==> config.mk <==
export PLATFORM = sky130hd
export DESIGN_NAME = uart_frame_sequencer
export DESIGN_NICKNAME = d
export VERILOG_FILES = /design/src/rtl/uart_frame_sequencer.sv
export SDC_FILE = /design/constraint.sdc
export NUM_CORES = 1
export LEC_CHECK = 0
export BUFFER_PORTS_ARGS = -buffer_cell sky130_fd_sc_hd__buf_2
export CORE_ASPECT_RATIO = 1.25
export CORE_MARGIN = 2
export CORE_UTILIZATION = 46
export CTS_BUF_LIST = sky130_fd_sc_hd__clkbuf_16
export DETAILED_ROUTE_END_ITERATION = 6
export GPL_TIMING_DRIVEN = 0
export PLACE_DENSITY_LB_ADDON = 0.12
export SETUP_SLACK_MARGIN = 0.15
export SLEW_MARGIN = 20
export SYNTH_ARGS = -nofsm -noshare
export SYNTH_HDL_FRONTEND = slang
export SYNTH_SLANG_ARGS = --single-unit
==> constraint.sdc <==
create_clock -name clk_i -period 1.7 [get_ports clk_i]
set_clock_uncertainty 0.15 [all_clocks]
set_input_delay 0.17 -clock clk_i [delete_from_list [all_inputs] [get_ports clk_i]]
set_output_delay 0.17 -clock clk_i [all_outputs]
set_load 0.02 [all_outputs]
==> src/rtl/uart_frame_sequencer.sv <==
// UART frame-position sequencer: walks START/DATA/PARITY/STOP one bit per baud tick.
// Optional macro FRAME_SEQ_PARITY_EN enables the PARITY phase; otherwise cfg_parity_en_i is ignored.
module uart_frame_sequencer #(
  parameter int MAX_DATA_BITS = 9,
  parameter int IDX_W         = 4
) (
  input  logic             clk_i,
  input  logic             rst_i,
  input  logic             en_i,
  input  logic             start_i,
  input  logic             abort_i,
  input  logic [IDX_W-1:0] cfg_data_bits_i,
  input  logic             cfg_parity_en_i,
  input  logic             cfg_stop2_i,
  output logic [2:0]       phase_o,
  output logic [IDX_W-1:0] frame_index_o,
  output logic [IDX_W-1:0] data_index_o,
  output logic             busy_o,
  output logic             done_o,
  output logic             frame_end_o
);

  typedef enum logic [2:0] {
    ST_IDLE   = 3'd0,
    ST_START  = 3'd1,
    ST_DATA   = 3'd2,
    ST_PARITY = 3'd3,
    ST_STOP   = 3'd4
  } phase_t;

  localparam logic [IDX_W-1:0] MIN_LEN = IDX_W'(5);
  localparam logic [IDX_W-1:0] MAX_LEN = IDX_W'(MAX_DATA_BITS);
  localparam logic [IDX_W-1:0] RST_LEN = IDX_W'(8);

  phase_t           phase_q, phase_d;
  logic [IDX_W-1:0] frame_idx_q, frame_idx_d;
  logic [IDX_W-1:0] data_idx_q, data_idx_d;
  logic [IDX_W-1:0] len_q, len_d;
  logic             par_q, par_d;
  logic             stop2_q, stop2_d;
  logic             second_q, second_d;
  logic             frame_end_q, frame_end_d;

  logic [IDX_W-1:0] len_clamped;
  logic             par_cfg;
  logic             final_tick;

  always_comb begin
    len_clamped = cfg_data_bits_i;
    if (cfg_data_bits_i < MIN_LEN)      len_clamped = MIN_LEN;
    else if (cfg_data_bits_i > MAX_LEN) len_clamped = MAX_LEN;
  end

`ifdef FRAME_SEQ_PARITY_EN
  assign par_cfg = cfg_parity_en_i;
`else
  assign par_cfg = cfg_parity_en_i & 1'b0;
`endif

  // Last stop bit being consumed: the only non-IDLE point where a new start is honoured.
  assign final_tick = en_i && (phase_q == ST_STOP) && !(stop2_q && !second_q);

  always_comb begin
    phase_d     = phase_q;
    frame_idx_d = frame_idx_q;
    data_idx_d  = data_idx_q;
    len_d       = len_q;
    par_d       = par_q;
    stop2_d     = stop2_q;
    second_d    = second_q;
    frame_end_d = 1'b0;

    if ((phase_q != ST_IDLE) && abort_i) begin
      phase_d     = ST_IDLE;
      frame_idx_d = '0;
      data_idx_d  = '0;
      second_d    = 1'b0;
    end else if ((phase_q == ST_IDLE) || final_tick) begin
      if (final_tick) begin
        frame_end_d = 1'b1;
        phase_d     = ST_IDLE;
        frame_idx_d = '0;
        data_idx_d  = '0;
        second_d    = 1'b0;
      end
      if (start_i) begin
        phase_d     = ST_START;
        frame_idx_d = '0;
        data_idx_d  = '0;
        second_d    = 1'b0;
        len_d       = len_clamped;
        par_d       = par_cfg;
        stop2_d     = cfg_stop2_i;
      end
    end else if (en_i) begin
      frame_idx_d = frame_idx_q + IDX_W'(1);
      case (phase_q)
        ST_START: begin
          phase_d    = ST_DATA;
          data_idx_d = '0;
        end
        ST_DATA: begin
          if (data_idx_q == len_q - IDX_W'(1)) begin
            phase_d    = par_q ? ST_PARITY : ST_STOP;
            data_idx_d = '0;
          end else begin
            data_idx_d = data_idx_q + IDX_W'(1);
          end
        end
        ST_PARITY: phase_d  = ST_STOP;
        ST_STOP:   second_d = 1'b1;
        default: begin
          phase_d     = ST_IDLE;
          frame_idx_d = '0;
          data_idx_d  = '0;
        end
      endcase
    end
  end

  always_ff @(posedge clk_i) begin
    if (rst_i) begin
      phase_q     <= ST_IDLE;
      frame_idx_q <= '0;
      data_idx_q  <= '0;
      len_q       <= RST_LEN;
      par_q       <= 1'b0;
      stop2_q     <= 1'b0;
      second_q    <= 1'b0;
      frame_end_q <= 1'b0;
    end else begin
      phase_q     <= phase_d;
      frame_idx_q <= frame_idx_d;
      data_idx_q  <= data_idx_d;
      len_q       <= len_d;
      par_q       <= par_d;
      stop2_q     <= stop2_d;
      second_q    <= second_d;
      frame_end_q <= frame_end_d;
    end
  end

  assign phase_o       = phase_q;
  assign frame_index_o = frame_idx_q;
  assign data_index_o  = data_idx_q;
  assign busy_o        = (phase_q != ST_IDLE);
  assign done_o        = (phase_q == ST_IDLE);
  assign frame_end_o   = frame_end_q;

endmodule

==> results.json <==
{
  "status": "finished with violations",
  "violations": "negative setup slack",
  "die-height_um": 55.50,
  "antenna_found_initial": 0,
  "clkLatencyLatePin_ps": 250,
  "synth_compound_gate_area_share_pct": 17.82,
  "rr_worst_depth": 7,
  "first_pass_iters": 4,
  "layout_common_cells": "23 x buf_2, 12 x dfxtp_1, 11 x nand2_1",
  "drive_above_1_share_pct": 46.00,
  "syn_nets": 125,
  "postCtsHoldBufs": 0,
  "setup.worst_path.start_class": "register",
  "mostFrequentLayoutCell": "buf_2",
  "dr_wl_met3_um": 104,
  "final-max-slew-violation-count": 0,
  "synth_fa_ha_area_share_pct": 3.846,
  "tightest_slew_ps": 408.7,
  "rsz0062_at_grt": "true",
  "grt_util_all_layers_pct": 21.19,
  "routed.top_layer": "met4",
  "cts.clk_slew.worst_paths_ps": 50,
  "wl_met1_mm": 1.052,
  "ios": 25,
  "die_w_um": 45.20,
  "ys_warn_count": 0,
  "grt_max_degree": 11,
  "synthCells": 111,
  "vias": 975,
  "min_path_cells": 2,
  "drcViolationCount": 0,
  "stdcell_count": 170,
  "maxSlewHeadroom_pct": 72.53,
  "crit_required_ps": 1690,
  "cp.arrival_ps": 1830,
  "fillers": 153,
  "grt_pass1_vias": 944,
  "place.gp.congestion": 0.7853,
  "post_drt_wl_per_cell_um": 14.71,
  "crit_type": "register to register",
  "wl_met2_mm": 1.302,
  "drt-total-wl_mm": 2.501,
  "nNetsFinal": 165,
  "hp-class": "primary input to register",
  "grt_pass1_wl_mm": 4.057,
  "clk_path_buf_depth": 2,
  "crit_path_end_kind": "register",
  "synth-edff-count": 0,
  "setup_viol": 11,
  "cts_sinks": 18,
  "drtIter0Drc": 7,
  "port_buffers": 23,
  "yosysTopAreaCell": "dfxtp_1",
  "setup_ws_ps": -138.2,
  "fin_crit_ps": 1838,
  "async_flop_share_pct": 0,
  "cts_buffers": 3,
  "synth.yosys.seq_area_share_pct": 36.92,
  "fmax_mhz": 544.0,
  "cts_tree": "yes",
  "grt-ovfl-total": 0,
  "netlist_area_um2": 975.9,
  "root_buffer": "clkbuf_16",
  "htree_levels": 1,
  "synth_xor_xnor_area_share_pct": 8.718,
  "p_per_area_nw_per_um2": 937.8,
  "pre_cts_slack_ps": -169.2,
  "syn_to_final_growth_pct": 47.05,
  "final_core_util_pct": 72.41,
  "finalHoldViolations": 0,
  "synthMuxAreaShare_pct": 4.615,
  "synth_top_family_by_area": "simple AND/OR/NAND/NOR gates",
  "finalCritPeriodShare_pct": 108.1,
  "start_util_pct": 49.24,
  "core_um2": 1982,
  "hpwl_mm": 1.526,
  "power_leakage_uw": 0.0006064,
  "path_max_fanout": 6,
  "total_power_uw": 1346,
  "dieArea_um2": 2509,
  "antenna_cells": 0,
  "place_inst": 154,
  "yosys-top-cells-area": "dfxtp_1 37%, nand2_1 5.0%, a21oi_1 4.6%, nor2_1 4.6%, ha_1 3.8%",
  "viasPerCell": 5.735,
  "syn_avg_cell_area_um2": 8.792,
  "rows": 18,
  "synth-simple-area-share_pct": 24.36,
  "ys_ff_latch": 18,
  "drv_cap": 0,
  "synth_top_area_share_pct": 36.92,
  "max-vdd-ir-drop_mv": 0.6001,
  "ys_types": 36,
  "ant_nets": 0,
  "synth_ff_type": "dfxtp_1"
}
-- stage by stage --
stage	hold slack, ps	instance area (um^2)	TNS [ps]
5_1_grt	25.86	1435	-1693
3_5_place_dp	274.8	1172	-809.1
6_report	17.45	1435	-539.3
4_1_cts	15.86	1370	-425.4
3_3_place_gp	261.5	1172	-691.5
2_1_floorplan	85.32	1032	-946.3
-- synth_stat cells, types with 2 or more instances --
library cell and count:
a211oi_1 2, a21oi_1 9, dfxtp_1 18, ha_1 3
inv_1 4, mux2i_1 3, nand2_1 13, nand3_1 3
nand4_1 2, nand4b_1 2, nor2_1 12, nor2b_1 2
nor3_1 3, nor4b_1 3, o21a_1 2, o21ai_0 4
o31ai_1 2, xnor2_1 4, xor2_1 3
-- power breakdown --
part           switching [uW]  internal (uW)  total, uW
Clock                     163            313        476
Combinational             206            194        400
Sequential               22.9            447        470
-- area by class of cell --
type / count / area, um^2 / area share (%)
plain buffers: 2 / 22.52 / 1.569
clock buffers: 3 / 75.07 / 5.231
clock inverters: 1 / 3.754 / 0.2616
inverters: 5 / 23.77 / 1.656
multi-input cells: 86 / 688.2 / 47.95
flip-flops and latches: 18 / 372.9 / 25.98
well taps: 20 / 25.02 / 1.744
repair buffers: 35 / 224.0 / 15.61
-- timing repair --
action                                  CTS  global route
pin swaps                                 4             7
buffers inserted                          9             2
cloned                                    1             0
endpoints found under the setup margin   20            20
gates resized for setup                  13            12
-- cells by family (layout without fill, tap and decap cells) --
group                      Yosys count  after routing
and+or+nand+nor                     46             46
DFF                                 18             18
xor gates and xnor gates             8              8
buffers and inverters                7             46
AOI/OAI and AO/OA                   25             25
adders and majority gates            3              3
muxes                                4              4
-- metal layers --
metal	vias to the layer above	track usage (%)
li1	478	-
met1	459	25.56
met2	32	36.53
met3	6	2.941
met4	0	7.563
met5	-	0
-- sequential cells by signal (all words and copies together), names as in the netlist --
register / flops
data_index_o: 4
frame_end_o: 1
frame_index_o: 4
len_q: 4
phase_o: 3
second_q: 1
stop2_q: 1
-- critical path, stage by stage, from the launching register on --
cell,delay (ps)
dfxtp_4,340
buf_6,130
or3_4,370
clkinv_4,80
mux2_4,330
nand4_1,120
xor2_1,160
nor2_1,60
-- path summary, 6_finish.rpt --
| path | from | to | slack (ps) |
|---|---|---|---|
| setup / recovery | phase_o[1] | frame_index_o[3] | -140 |
| setup reg to reg | phase_o[1] | frame_index_o[3] | -140 |
| hold / removal | rst_i | len_q[1] | 20 |
| hold reg to reg | len_q[3] | len_q[3] | 330 |
Note: power is estimated with default switching activity, not from simulation.
